$ cat src/rtl/mod_signal_switcher.sv
// rtl/mod_signal_switcher.sv - glitch-free signal/modulation selector feeding the DAC path
module mod_signal_switcher #(
    parameter int W       = 12,
    parameter int NSIG    = 4,
    parameter int NMOD    = 3,
    parameter int TIMEOUT = 4096,
    parameter int MID     = 2048
) (
    input  logic                   clk,
    input  logic                   reset_n,
    input  logic                   sample_tick,
    input  logic [NSIG*W-1:0]      sig_in,
    input  logic [NMOD*NSIG*W-1:0] mod_in,
    input  logic [7:0]             sel_sig,
    input  logic [3:0]             sel_mod,
    input  logic                   sel_load,
    output logic                   sel_busy,
    output logic                   sel_err,
    output logic [7:0]             active_sig,
    output logic [3:0]             active_mod,
    output logic [W-1:0]           selected_signal,
    output logic [W-1:0]           selected_modulation,
    output logic                   out_valid
);

    localparam int             CW       = $clog2(TIMEOUT + 1);
    localparam logic [CW-1:0]  CNT_LAST = CW'(TIMEOUT - 1);
    localparam logic [W-1:0]   MID_L    = W'(MID);
    localparam logic [7:0]     NSIG_L   = 8'(NSIG);
    localparam logic [3:0]     NMOD_L   = 4'(NMOD);

    typedef enum logic {
        IDLE  = 1'b0,
        ARMED = 1'b1
    } state_t;

    state_t        state_q, state_d;
    logic [7:0]    act_sig_q, act_sig_d;
    logic [3:0]    act_mod_q, act_mod_d;
    logic [7:0]    pend_sig_q, pend_sig_d;
    logic [3:0]    pend_mod_q, pend_mod_d;
    logic [CW-1:0] cnt_q, cnt_d;
    logic          err_q, err_d;
    logic [W-1:0]  prev_q, prev_d;
    logic [W-1:0]  ssig_q, ssig_d;
    logic [W-1:0]  smod_q, smod_d;
    logic          valid_q, valid_d;

    logic [7:0]    eff_sig;
    logic [3:0]    eff_mod;
    logic [W-1:0]  cand;
    logic          crossing;

    // Channel s of a packed signal bus; indices are always in range once loaded.
    function automatic logic [W-1:0] pick_sig(input logic [NSIG*W-1:0] v, input logic [7:0] s);
        logic [W-1:0] r;
        r = '0;
        for (int i = 0; i < NSIG; i++) begin
            if (s == 8'(i)) r = v[i*W +: W];
        end
        return r;
    endfunction

    // Family m, channel s of the packed modulator bus.
    function automatic logic [W-1:0] pick_mod(input logic [NMOD*NSIG*W-1:0] v,
                                              input logic [3:0] m, input logic [7:0] s);
        logic [W-1:0] r;
        r = '0;
        for (int i = 0; i < NMOD; i++) begin
            for (int j = 0; j < NSIG; j++) begin
                if (m == 4'(i) && s == 8'(j)) r = v[(i*NSIG+j)*W +: W];
            end
        end
        return r;
    endfunction

    // Next-state: load handling in IDLE, crossing/timeout-gated switch in ARMED, sample datapath.
    always_comb begin
        state_d    = state_q;
        act_sig_d  = act_sig_q;
        act_mod_d  = act_mod_q;
        pend_sig_d = pend_sig_q;
        pend_mod_d = pend_mod_q;
        cnt_d      = cnt_q;
        err_d      = err_q;
        prev_d     = prev_q;
        ssig_d     = ssig_q;
        smod_d     = smod_q;
        valid_d    = sample_tick;
        eff_sig    = act_sig_q;
        eff_mod    = act_mod_q;
        cand       = pick_mod(mod_in, act_mod_q, act_sig_q);
        crossing   = (prev_q < MID_L) && (cand >= MID_L);

        case (state_q)
            IDLE: begin
                if (sel_load) begin
                    if (sel_sig < NSIG_L && sel_mod < NMOD_L) begin
                        pend_sig_d = sel_sig;
                        pend_mod_d = sel_mod;
                        err_d      = 1'b0;
                        state_d    = ARMED;
                    end else begin
                        err_d = 1'b1;
                    end
                end
            end
            ARMED: begin
                if (sample_tick) begin
                    if ((pend_sig_q == act_sig_q && pend_mod_q == act_mod_q) ||
                        crossing || cnt_q == CNT_LAST) begin
                        // The switching tick already samples through the new indices.
                        act_sig_d = pend_sig_q;
                        act_mod_d = pend_mod_q;
                        eff_sig   = pend_sig_q;
                        eff_mod   = pend_mod_q;
                        cnt_d     = '0;
                        state_d   = IDLE;
                    end else begin
                        cnt_d = cnt_q + CW'(1);
                    end
                end
            end
            default: state_d = IDLE;
        endcase

        if (sample_tick) begin
            ssig_d = pick_sig(sig_in, eff_sig);
            smod_d = pick_mod(mod_in, eff_mod, eff_sig);
            prev_d = smod_d;
        end
    end

    // State and datapath registers; reset discards any pending selection.
    always_ff @(posedge clk or negedge reset_n) begin
        if (!reset_n) begin
            state_q    <= IDLE;
            act_sig_q  <= '0;
            act_mod_q  <= '0;
            pend_sig_q <= '0;
            pend_mod_q <= '0;
            cnt_q      <= '0;
            err_q      <= 1'b0;
            prev_q     <= '0;
            ssig_q     <= '0;
            smod_q     <= '0;
            valid_q    <= 1'b0;
        end else begin
            state_q    <= state_d;
            act_sig_q  <= act_sig_d;
            act_mod_q  <= act_mod_d;
            pend_sig_q <= pend_sig_d;
            pend_mod_q <= pend_mod_d;
            cnt_q      <= cnt_d;
            err_q      <= err_d;
            prev_q     <= prev_d;
            ssig_q     <= ssig_d;
            smod_q     <= smod_d;
            valid_q    <= valid_d;
        end
    end

    assign sel_busy            = (state_q == ARMED);
    assign sel_err             = err_q;
    assign active_sig          = act_sig_q;
    assign active_mod          = act_mod_q;
    assign selected_signal     = ssig_q;
    assign selected_modulation = smod_q;
    assign out_valid           = valid_q;

endmodule
$ cat config.mk
export PLATFORM = sky130hd
export DESIGN_NAME = mod_signal_switcher
export DESIGN_NICKNAME = d
export VERILOG_FILES = /design/src/rtl/mod_signal_switcher.sv
export SDC_FILE = /design/constraint.sdc
export NUM_CORES = 1
export LEC_CHECK = 0
export CORE_AREA = 8 8 140 103
export DETAILED_ROUTE_END_ITERATION = 10
export DIE_AREA = 0 0 148 111
export GPL_TIMING_DRIVEN = 0
export MAX_ROUTING_LAYER = met4
export PLACE_DENSITY = 0.91
export SETUP_SLACK_MARGIN = 0.15
export SYNTH_ARGS = -nofsm -noshare
export SYNTH_HDL_FRONTEND = slang
export SYNTH_SLANG_ARGS = --single-unit
$ cat constraint.sdc
create_clock -name clk -period 3.4 [get_ports clk]
set_clock_uncertainty 0.05 [all_clocks]
set_input_delay 0.51 -clock clk [delete_from_list [all_inputs] [get_ports clk]]
set_output_delay 0.51 -clock clk [all_outputs]
set_load 0.03 [all_outputs]
==> results of run 1 <==
synth_stat cells (6+ instances only):
cell | instances | share of area
nor2_1 | 37 | 0.028
nand4_1 | 9 | 0.011
nor4_1 | 6 | 0.0075
nand2_1 | 103 | 0.077
o221ai_1 | 16 | 0.028
o22ai_1 | 7 | 0.0087
mux2_2 | 16 | 0.036
xor2_1 | 18 | 0.031
nand3_1 | 23 | 0.023
inv_1 | 11 | 0.0082
and2_1 | 14 | 0.017
buf_2 | 13 | 0.013
and3_1 | 7 | 0.0087
clkbuf_1 | 15 | 0.011
a31oi_1 | 17 | 0.021
mux4_2 | 8 | 0.036
nand2b_1 | 8 | 0.010
a21oi_1 | 15 | 0.015
dfrtp_1 | 64 | 0.32
nor3_1 | 13 | 0.013
o21ai_0 | 26 | 0.026
critical path: stages (launching register included):
cell and delay (ps):
dfrtp_2 420, buf_6 150, xor2_1 150, nor4_2 360
nand4_1 210, buf_4 210, nand2_8 80, buf_4 200
nor3_4 70, nor2_4 200, mux4_2 350, a221o_1 350
a222oi_1 510, o31ai_1 110
metrics by stage:
step | util | area [µm²]
floorplan | - | 5037
global placement | 0.6331 | 7702
detailed placement | 0.6329 | 7700
CTS | 0.6988 | 8502
global route | 0.7440 | 9052
finish | 0.7440 | 9052
power groups by stage:
stage	logic, mW	registers (mW)	clock network, mW
floorplan	0.250	0.936	0
global placement	0.777	0.850	0
detailed placement	0.782	0.853	0
CTS	0.818	0.841	0.898
global route	0.949	0.847	0.926
finish	0.917	0.842	0.897
kinds of logic (layout without fill, tap and decap cells):
kind of cell | after synthesis | count (layout) | synth area share
simple gates | 258 | 258 | 0.2624
compound gates | 152 | 152 | 0.2315
flops | 64 | 64 | 0.3186
buf+inv | 52 | 366 | 0.05252
mux | 34 | 34 | 0.09410
xor+xnor | 22 | 22 | 0.03834
fa+ha+maj | 1 | 1 | 0.002489
cell type report:
class                   count  area [µm²]
plain buffers              38       319.1
clock buffers               9       225.2
well taps                 162       202.7
clock inverters             7       55.05
inverters                  14       62.56
multi-input cells         467        3690
flip-flops and latches     64        1608
fillers                   811        3114
repair buffers            298        2890
state kept, by name, indices dropped and copies added (netlist names):
register	flops
cnt_q	13
selected_modulation	12
selected_signal	12
active_sig	8
pend_sig_q	8
active_mod	4
pend_mod_q	4
out_valid	1
sel_busy	1
sel_err	1
layer usage:
layer	GRT usage	vias to the layer above	wire length, µm
li1	-	2806	-
met1	0.4007	3213	10070
met2	0.4404	663	12180
met3	0.09258	144	4179
met4	0.07453	0	1059
met5	-	-	0
how the worst max path moves through the flow:
stage,slack [ps],to,cells after the start
floorplan,160,selected_modulation[11],11
global placement,-1000,selected_modulation[3],14
detailed placement,-1010,selected_modulation[3],14
CTS,-120,selected_modulation[11],11
global route,-250,selected_modulation[11],12
finish,-160,selected_modulation[11],13
what timing repair did:
item | 4_1_cts | 5_1_grt
pin swaps | 19 | 36
hold endpoints to repair | 0 | 0
setup buffers | 27 | 24
endpoints found under the setup margin | 34 | 24
gates resized for setup | 78 | 87
gates cloned | 0 | 1
==> flow_summary.toml, run 1 <==
[die]
die_w_um = 148
io_pins = 247
coreArea_um2 = 12170
fp.dieH_um = 111
rows = 34
dieArea_um2 = 16430
start_util = 0.4131

[sta]
rsz0062_at_grt = "true"
tightestPinTransition_ps = 875.7
finalHoldViolations = 0
setup-tns-final_ps = -1145
finalSetupViolCount = 17
slew_headroom = 0.4162
worst_slack_ps = -155.3
maxSlewViolCount = 0
max_freq_mhz = 281.3
layout_min_cycle_time_ps = 3555
fin_hold_ws_ps = 234.0
finalCritPeriodShare = 1.046

[logic_synthesis]
synth-edff-count = 0
syn_inst = 583
synth_ff_type = "dfrtp_1"
synth_cell_types = 87
synth_nets = 792
yosys_register_bits = 64
yosys_warnings = 0
avgSynthCellArea_um2 = 8.621
async_flop_share = 1.000
syn-cell-area_um2 = 5026
synth-seq-area-share = 0.3186

[clock_network]
cts_tree = "built"
holdBufCountCts = 0
root_buffer = "clkbuf_16"
clock_sinks = 64
cts_buffers = 9
clk_pin_slew_worst_paths_ps = 70
clockBufferDepth = 2
insertion_delay_ps = 350
h-tree-depth = 3

[power_and_ir_drop]
internal_power_mw = 1.794
power_mw = 2.656
p_clk_frac = 0.338
p_leak_nw = 3.749
combPwrFrac = 0.345
switching_share = 0.3249
seq_power_share = 0.317
peakVddDrop_uv = 221.8
powerDensity_nw_per_um2 = 293.5
power.switching_mw = 0.8630

[layout]
diodes = 0
final_cells = 1059
final_common_cell = "clkdlybuf4s50_1"
drive_gt1_frac = 0.2531
final_cell_mix = "clkdlybuf4s50_1, nand2_1, dfrtp_1"
syn2layout_area_growth_pct = 80.11
nNetsFinal = 1101

[detailed_routing]
drtAntennaViolNets = 0
wl_per_cell_um = 25.96
drt_first_pass_iters = 6
vias = 6826
via_per_inst = 6.446
route.detailed.drc = 0
wirelength_um = 27490
drtIter0Drc = 1159

[global_route]
antenna_found_initial = 0
first_global_vias = 6253
grt_max_degree = 65
track_usage = 0.3025
grt_first_pass_wirelength_um = 37520
grt.overflow.total = 0

[run_status]
status = "complete, but fails checks"
violations = "setup timing"

[critical_path]
start_kind = "register"
r2r-end = "selected_modulation[11]"
startpoint = "active_sig[1]"
rr_startpoint = "active_sig[1]"
cp-end-kind = "register"
required_ps = 3560
cp_max_fo = 10
reg2reg_slack_ps = -160
rr_worst_depth = 13
crit_type = "register to register"
critPathArrivalTime_ps = 3710

[place]
place_congestion = 0.9777
dp.final_hpwl_um = 19200
port_buffers = 246
dp_cells = 991
dp_slack_ps = -1006

[worst_hold_path]
hp-class = "input port to asynchronous set/reset pin"

[run]
cap_viol_max_count = 0
Note: power is estimated with default switching activity, not from simulation.
==> inputs of run 2 (changes only) <==
--- a/config.mk
+++ b/config.mk
@@ -5,9 +5,9 @@
 export SDC_FILE = /design/constraint.sdc
 export NUM_CORES = 1
 export LEC_CHECK = 0
-export CORE_AREA = 8 8 140 103
+export CORE_AREA = 8 8 164 89
 export DETAILED_ROUTE_END_ITERATION = 10
-export DIE_AREA = 0 0 148 111
+export DIE_AREA = 0 0 172 97
 export GPL_TIMING_DRIVEN = 0
 export MAX_ROUTING_LAYER = met4
 export PLACE_DENSITY = 0.91
==> run 2 against run 1 <==
The flow still finishes with violations (setup timing). Worst hold slack hardly changed. Sequential power hardly changed. Via count is 5.4% lower. Largest cell class unchanged.
==> flow_summary.toml, run 2 (synthesized netlist as in run 1, its figures left out) <==
[detailed_routing]
drtIter0Drc = 836
route.detailed.drc = 0
met1_length_um = 10660
highest_layer = "met4"
via_per_inst = 6.093
wl_met3_um = 4200
drtAntennaViolNets = 0
vias = 6459
wl_per_cell_um = 24.75
met2WireLength_um = 11030
drt_first_pass_iters = 6
wirelength_um = 26240

[critical_path]
cp-end-kind = "register"
cp_max_fo = 10
slowest_delay_ps = 590
reg2reg_slack_ps = -260
crit_type = "register to register"
rr_startpoint = "active_sig[1]"
r2r-end = "selected_modulation[11]"
required_ps = 3550
rr_worst_depth = 14
start_kind = "register"
crit_chain = "buf_6 > mux2_4 > a22oi_2 > nand4_2 > buf_4 > nand4_1 > buf_4 > nand3_2 > a221o_1 > buf_6 > nor2_1 > a21oi_1 > a222oi_1 > o31ai_1"
critical-path-slowest-cell = "a222oi_1"
critPathArrivalTime_ps = 3810

[worst_hold_path]
hp-class = "input port to asynchronous set/reset pin"

[run_status]
violations = "setup timing"
status = "complete, but fails checks"

[die]
coreArea_um2 = 12260
io_pins = 247
rows = 29
dieArea_um2 = 16680
fp.dieH_um = 97
start_util = 0.4098
die_w_um = 172

[power_and_ir_drop]
powerDensity_nw_per_um2 = 320.5
peakVddDrop_uv = 222.7
p_leak_nw = 3.699

[clock_network]
cts_tree = "built"
insertion_delay_ps = 340
cts_buffers = 9
clockBufferDepth = 2
clk_pin_slew_worst_paths_ps = 60
clock_sinks = 64
root_buffer = "clkbuf_16"
h-tree-depth = 3
holdBufCountCts = 0

[layout]
largest_reg_flops = 13
fin_util = 0.7292
fillers = 904
final_common_cell = "clkdlybuf4s50_1"
syn2layout_area_growth_pct = 77.94
seq_area_um2 = 1610
drive_gt1_frac = 0.2373
nNetsFinal = 1093
final_cell_mix = "clkdlybuf4s50_1, nand2_1, dfrtp_1"
largest-register = "cnt_q"
multiInputGateArea_um2 = 3561

[place]
dp.final_hpwl_um = 20410
port_buffers = 246
place_congestion = 1.016

[sta]
slew_headroom = 0.4036
layout_min_cycle_time_ps = 3661
finalSetupViolCount = 10
finalCritPeriodShare = 1.077
max_freq_mhz = 273.1
finalHoldViolations = 0
rsz0062_at_grt = "true"
worst_slack_ps = -261.1
fin_hold_ws_ps = 233.9
tightestPinTransition_ps = 894.6
maxSlewViolCount = 0

[global_route]
first_global_vias = 6373
antenna_found_initial = 1
grt.overflow.total = 0
grt_first_pass_wirelength_um = 38250
track_usage = 0.3096
grt_max_degree = 65

[run]
cap_viol_max_count = 0
run 2: cell count changes in the layout (fill, tap and decap cells not counted), sizes merged:
cell and delta:
bufinv +3, dlygate4sd2 -2, clkdlybuf4s50 +6, clkinv -2
diode +1, dlymetal6s2s -4, buf -9, clkbuf +1
inv -1
run 2: final cells by class:
type	count	area share
antenna	1	0.0002798
buffer	38	0.03567
clock buffer	9	0.02518
clock inverter	7	0.01329
inverter	14	0.006995
multi-input combinational	467	0.3982
sequential	64	0.1800
tap	170	0.02378
timing repair buffer	290	0.3166
run 2: timing repair:
action                                  4_1_cts  5_1_grt
gates resized for setup                     102       34
hold endpoints to repair                      0        0
pin swaps                                    20       31
endpoints found under the setup margin       24       24
buffers inserted                             22       22
run 2: metrics by stage:
| step | total power, mW | cell area [µm²] | TNS [ps] | worst slack, ps | std cells |
|---|---|---|---|---|---|
| CTS | 2.813 | 8642 | -153.9 | -148.8 | 1037 |
| finish | 2.867 | 8944 | -710.6 | -261.1 | 1060 |
| global placement | 1.634 | 7712 | -56130 | -1066 | 999 |
| global route | 2.945 | 8944 | -1611 | -323.2 | 1060 |
| detailed placement | 1.647 | 7710 | -23160 | -1107 | 999 |
| floorplan | 1.186 | 5037 | 0 | 156.1 | 583 |
run 2: worst max path at each step:
stage / cells past startpoint / startpoint / slack (ps) / end
after CTS: 11 / active_sig[1] / -150 / selected_modulation[11]
after global routing: 11 / active_sig[1] / -320 / selected_modulation[11]
after floorplan: 11 / active_sig[1] / 160 / selected_modulation[11]
after global placement: 14 / sample_tick / -1070 / selected_modulation[0]
final: 14 / active_sig[1] / -260 / selected_modulation[11]
after detailed placement: 14 / sample_tick / -1110 / selected_modulation[9]
run 2: critical path, delay by kind of cell (launching register included):
family                 cells  cell delay, ps
flip-flops                 1             440
AO/OA/AOI/OAI              5            1380
AND/OR/NAND/NOR            4             650
buffers and inverters      4             680
multiplexers               1             310
run 2: power by group:
| part | total, mW | internal, mW | switching (mW) |
|---|---|---|---|
| registers | 0.844 | 0.810 | 0.0341 |
| logic | 0.914 | 0.491 | 0.424 |
| clock network | 1.11 | 0.718 | 0.390 |
| total | 2.87 | 2.02 | 0.848 |
run 2: per-layer routing:
layer,up-vias,GRT usage
met5,-,-
met4,0,0.05797
met3,34,0.1371
met2,498,0.4240
met1,3137,0.4145
li1,2790,-
==> inputs of run 3 (changes only) <==
--- a/config.mk
+++ b/config.mk
@@ -5,12 +5,12 @@
 export SDC_FILE = /design/constraint.sdc
 export NUM_CORES = 1
 export LEC_CHECK = 0
-export CORE_AREA = 8 8 164 89
+export CORE_AREA = 8 8 159 86
 export DETAILED_ROUTE_END_ITERATION = 10
-export DIE_AREA = 0 0 172 97
+export DIE_AREA = 0 0 167 94
 export GPL_TIMING_DRIVEN = 0
 export MAX_ROUTING_LAYER = met4
-export PLACE_DENSITY = 0.91
+export PLACE_DENSITY = 0.95
 export SETUP_SLACK_MARGIN = 0.15
 export SYNTH_ARGS = -nofsm -noshare
 export SYNTH_HDL_FRONTEND = slang
==> constraint.sdc (replaced) <==
create_clock -name clk -period 4.6 [get_ports clk]
set_clock_uncertainty 0.05 [all_clocks]
set_input_delay 0.69 -clock clk [delete_from_list [all_inputs] [get_ports clk]]
set_output_delay 0.69 -clock clk [all_outputs]
set_load 0.03 [all_outputs]
==> run 3 against run 2 <==
The flow now finishes without violations. Core utilization down 3.4 points. Largest power group unchanged. Final area down 11%. Sequential cell count unchanged. Critical path type is now input port to register. Routed wire length down 7.1%. Non-clock buffer count down 44. Setup slack better by 610 ps. Worst hold slack better by 170 ps.
==> flow_summary.toml, run 3 (synthesized netlist as in run 1, its figures left out) <==
[run_status]
status = "finished, final reports clean"

[power_and_ir_drop]
powerDensity_nw_per_um2 = 234.7
p_leak_nw = 3.331
peakVddDrop_uv = 181.0
power_mw = 1.869
seq_power_share = 0.333
combPwrFrac = 0.322
switching_share = 0.3029
power.switching_mw = 0.5661
internal_power_mw = 1.303
p_clk_frac = 0.345

[clock_network]
holdBufCountCts = 0
clockBufferDepth = 2
clk_pin_slew_worst_paths_ps = 60
h-tree-depth = 3
insertion_delay_ps = 330
cts_buffers = 9
clock_sinks = 64
root_buffer = "clkbuf_16"
cts_tree = "built"

[critical_path]
rr_startpoint = "pend_sig_q[1]"
cp_max_fo = 10
required_ps = 4740
start_kind = "input port"
cp-end-kind = "register"
rr_worst_depth = 13
reg2reg_slack_ps = 360
critPathArrivalTime_ps = 4390
r2r-end = "selected_modulation[9]"
crit_type = "input port to register"

[place]
dp.final_hpwl_um = 19930
dp_slack_ps = -95.21
dp_cells = 979
place_congestion = 1.025
port_buffers = 246

[layout]
drive_gt1_frac = 0.1185
final_cell_mix = "clkdlybuf4s50_1, nand2_1, dfrtp_1"
final_cells = 995
syn2layout_area_growth_pct = 58.40
largest_reg_flops = 13
nNetsFinal = 1049
largest-register = "cnt_q"
final_common_cell = "clkdlybuf4s50_1"
fillers = 913

[global_route]
grt_max_degree = 65
grt_first_pass_wirelength_um = 35890
grt.overflow.total = 0
track_usage = 0.3074
first_global_vias = 6006
antenna_found_initial = 1

[detailed_routing]
via_per_inst = 6.222
route.detailed.drc = 0
vias = 6191
wirelength_um = 24360
met1_length_um = 10590
met2WireLength_um = 9923
drtAntennaViolNets = 0
wl_per_cell_um = 24.48
highest_layer = "met4"
wl_met3_um = 3573
drt_first_pass_iters = 8
drtIter0Drc = 796

[sta]
finalSetupViolCount = 0
finalHoldViolations = 0
maxSlewViolCount = 0
max_freq_mhz = 235.0
tightestPinTransition_ps = 1109
layout_min_cycle_time_ps = 4255
worst_slack_ps = 344.8
rsz0062_at_grt = "false"
finalCritPeriodShare = 0.9250
slew_headroom = 0.2587

[die]
coreArea_um2 = 11460
die_w_um = 167
start_util = 0.4387
io_pins = 247
dieArea_um2 = 15700
fp.dieH_um = 94
rows = 28

[worst_hold_path]
hp-class = "input port to asynchronous set/reset pin"

[run]
cap_viol_max_count = 0
run 3: repair_timing:
action | 4_1_cts | 5_1_grt
buffers inserted | 0 | 0
setup endpoints to repair | 0 | 17
gates resized for setup | 0 | 10
run 3: power by group through the flow:
stage | Clock [mW] | Combinational, mW | Sequential [mW]
finish | 0.645 | 0.602 | 0.622
global route | 0.676 | 0.629 | 0.626
CTS | 0.648 | 0.590 | 0.621
detailed placement | 0 | 0.587 | 0.631
global placement | 0 | 0.580 | 0.628
floorplan | 0 | 0.185 | 0.692
run 3: worst max path at each step:
stage | start | end | slack, ps | depth (start not counted)
global route | sample_tick | selected_modulation[0] | 240 | 16
global placement | sample_tick | selected_modulation[0] | -70 | 14
CTS | sample_tick | selected_modulation[0] | 230 | 14
finish | sample_tick | selected_modulation[9] | 340 | 14
detailed placement | sample_tick | selected_modulation[0] | -100 | 14
floorplan | active_sig[1] | selected_modulation[11] | 1250 | 11
run 3: layout make-up:
| class | instances | area [µm²] | share of cell area |
|---|---|---|---|
| Timing Repair Buffer | 246 | 2460 | 0.3090 |
| Clock inverter | 3 | 17.52 | 0.002200 |
| Antenna cell | 1 | 2.502 | 0.0003143 |
| Sequential cell | 64 | 1602 | 0.2012 |
| Multi-Input combinational cell | 467 | 3167 | 0.3978 |
| Tap cell | 150 | 187.7 | 0.02357 |
| Inverter | 14 | 52.55 | 0.006601 |
| Clock buffer | 12 | 256.5 | 0.03222 |
| Buffer | 38 | 216.5 | 0.02719 |
run 3: metal layers:
layer / up-vias / track usage
met5: - / -
met4: 0 / 0.05882
met3: 37 / 0.1245
met2: 463 / 0.4112
met1: 2988 / 0.4241
li1: 2703 / -
run 3: worst max-delay path, stage by stage:
cell and delay (ps):
clkdlybuf4s50_1 480, buf_2 270, and2_1 170, clkbuf_2 200
nand4_1 150, nand2_2 240, buf_2 270, nor3_2 140
nor2_4 310, inv_2 140, buf_4 220, mux4_2 340
a221oi_1 650, o31ai_1 120
run 3: stage by stage:
stage	setup TNS, ps	cell area [µm²]	hold slack [ps]	util
final	0	7961	408.4	0.6950
after global routing	0	7961	481.3	0.6950
after CTS	0	7948	448.1	0.6938
after detailed placement	-108.8	7674	446.1	0.6698
after global placement	-69.13	7676	438.1	0.6701
after floorplan	0	5026	344.4	-
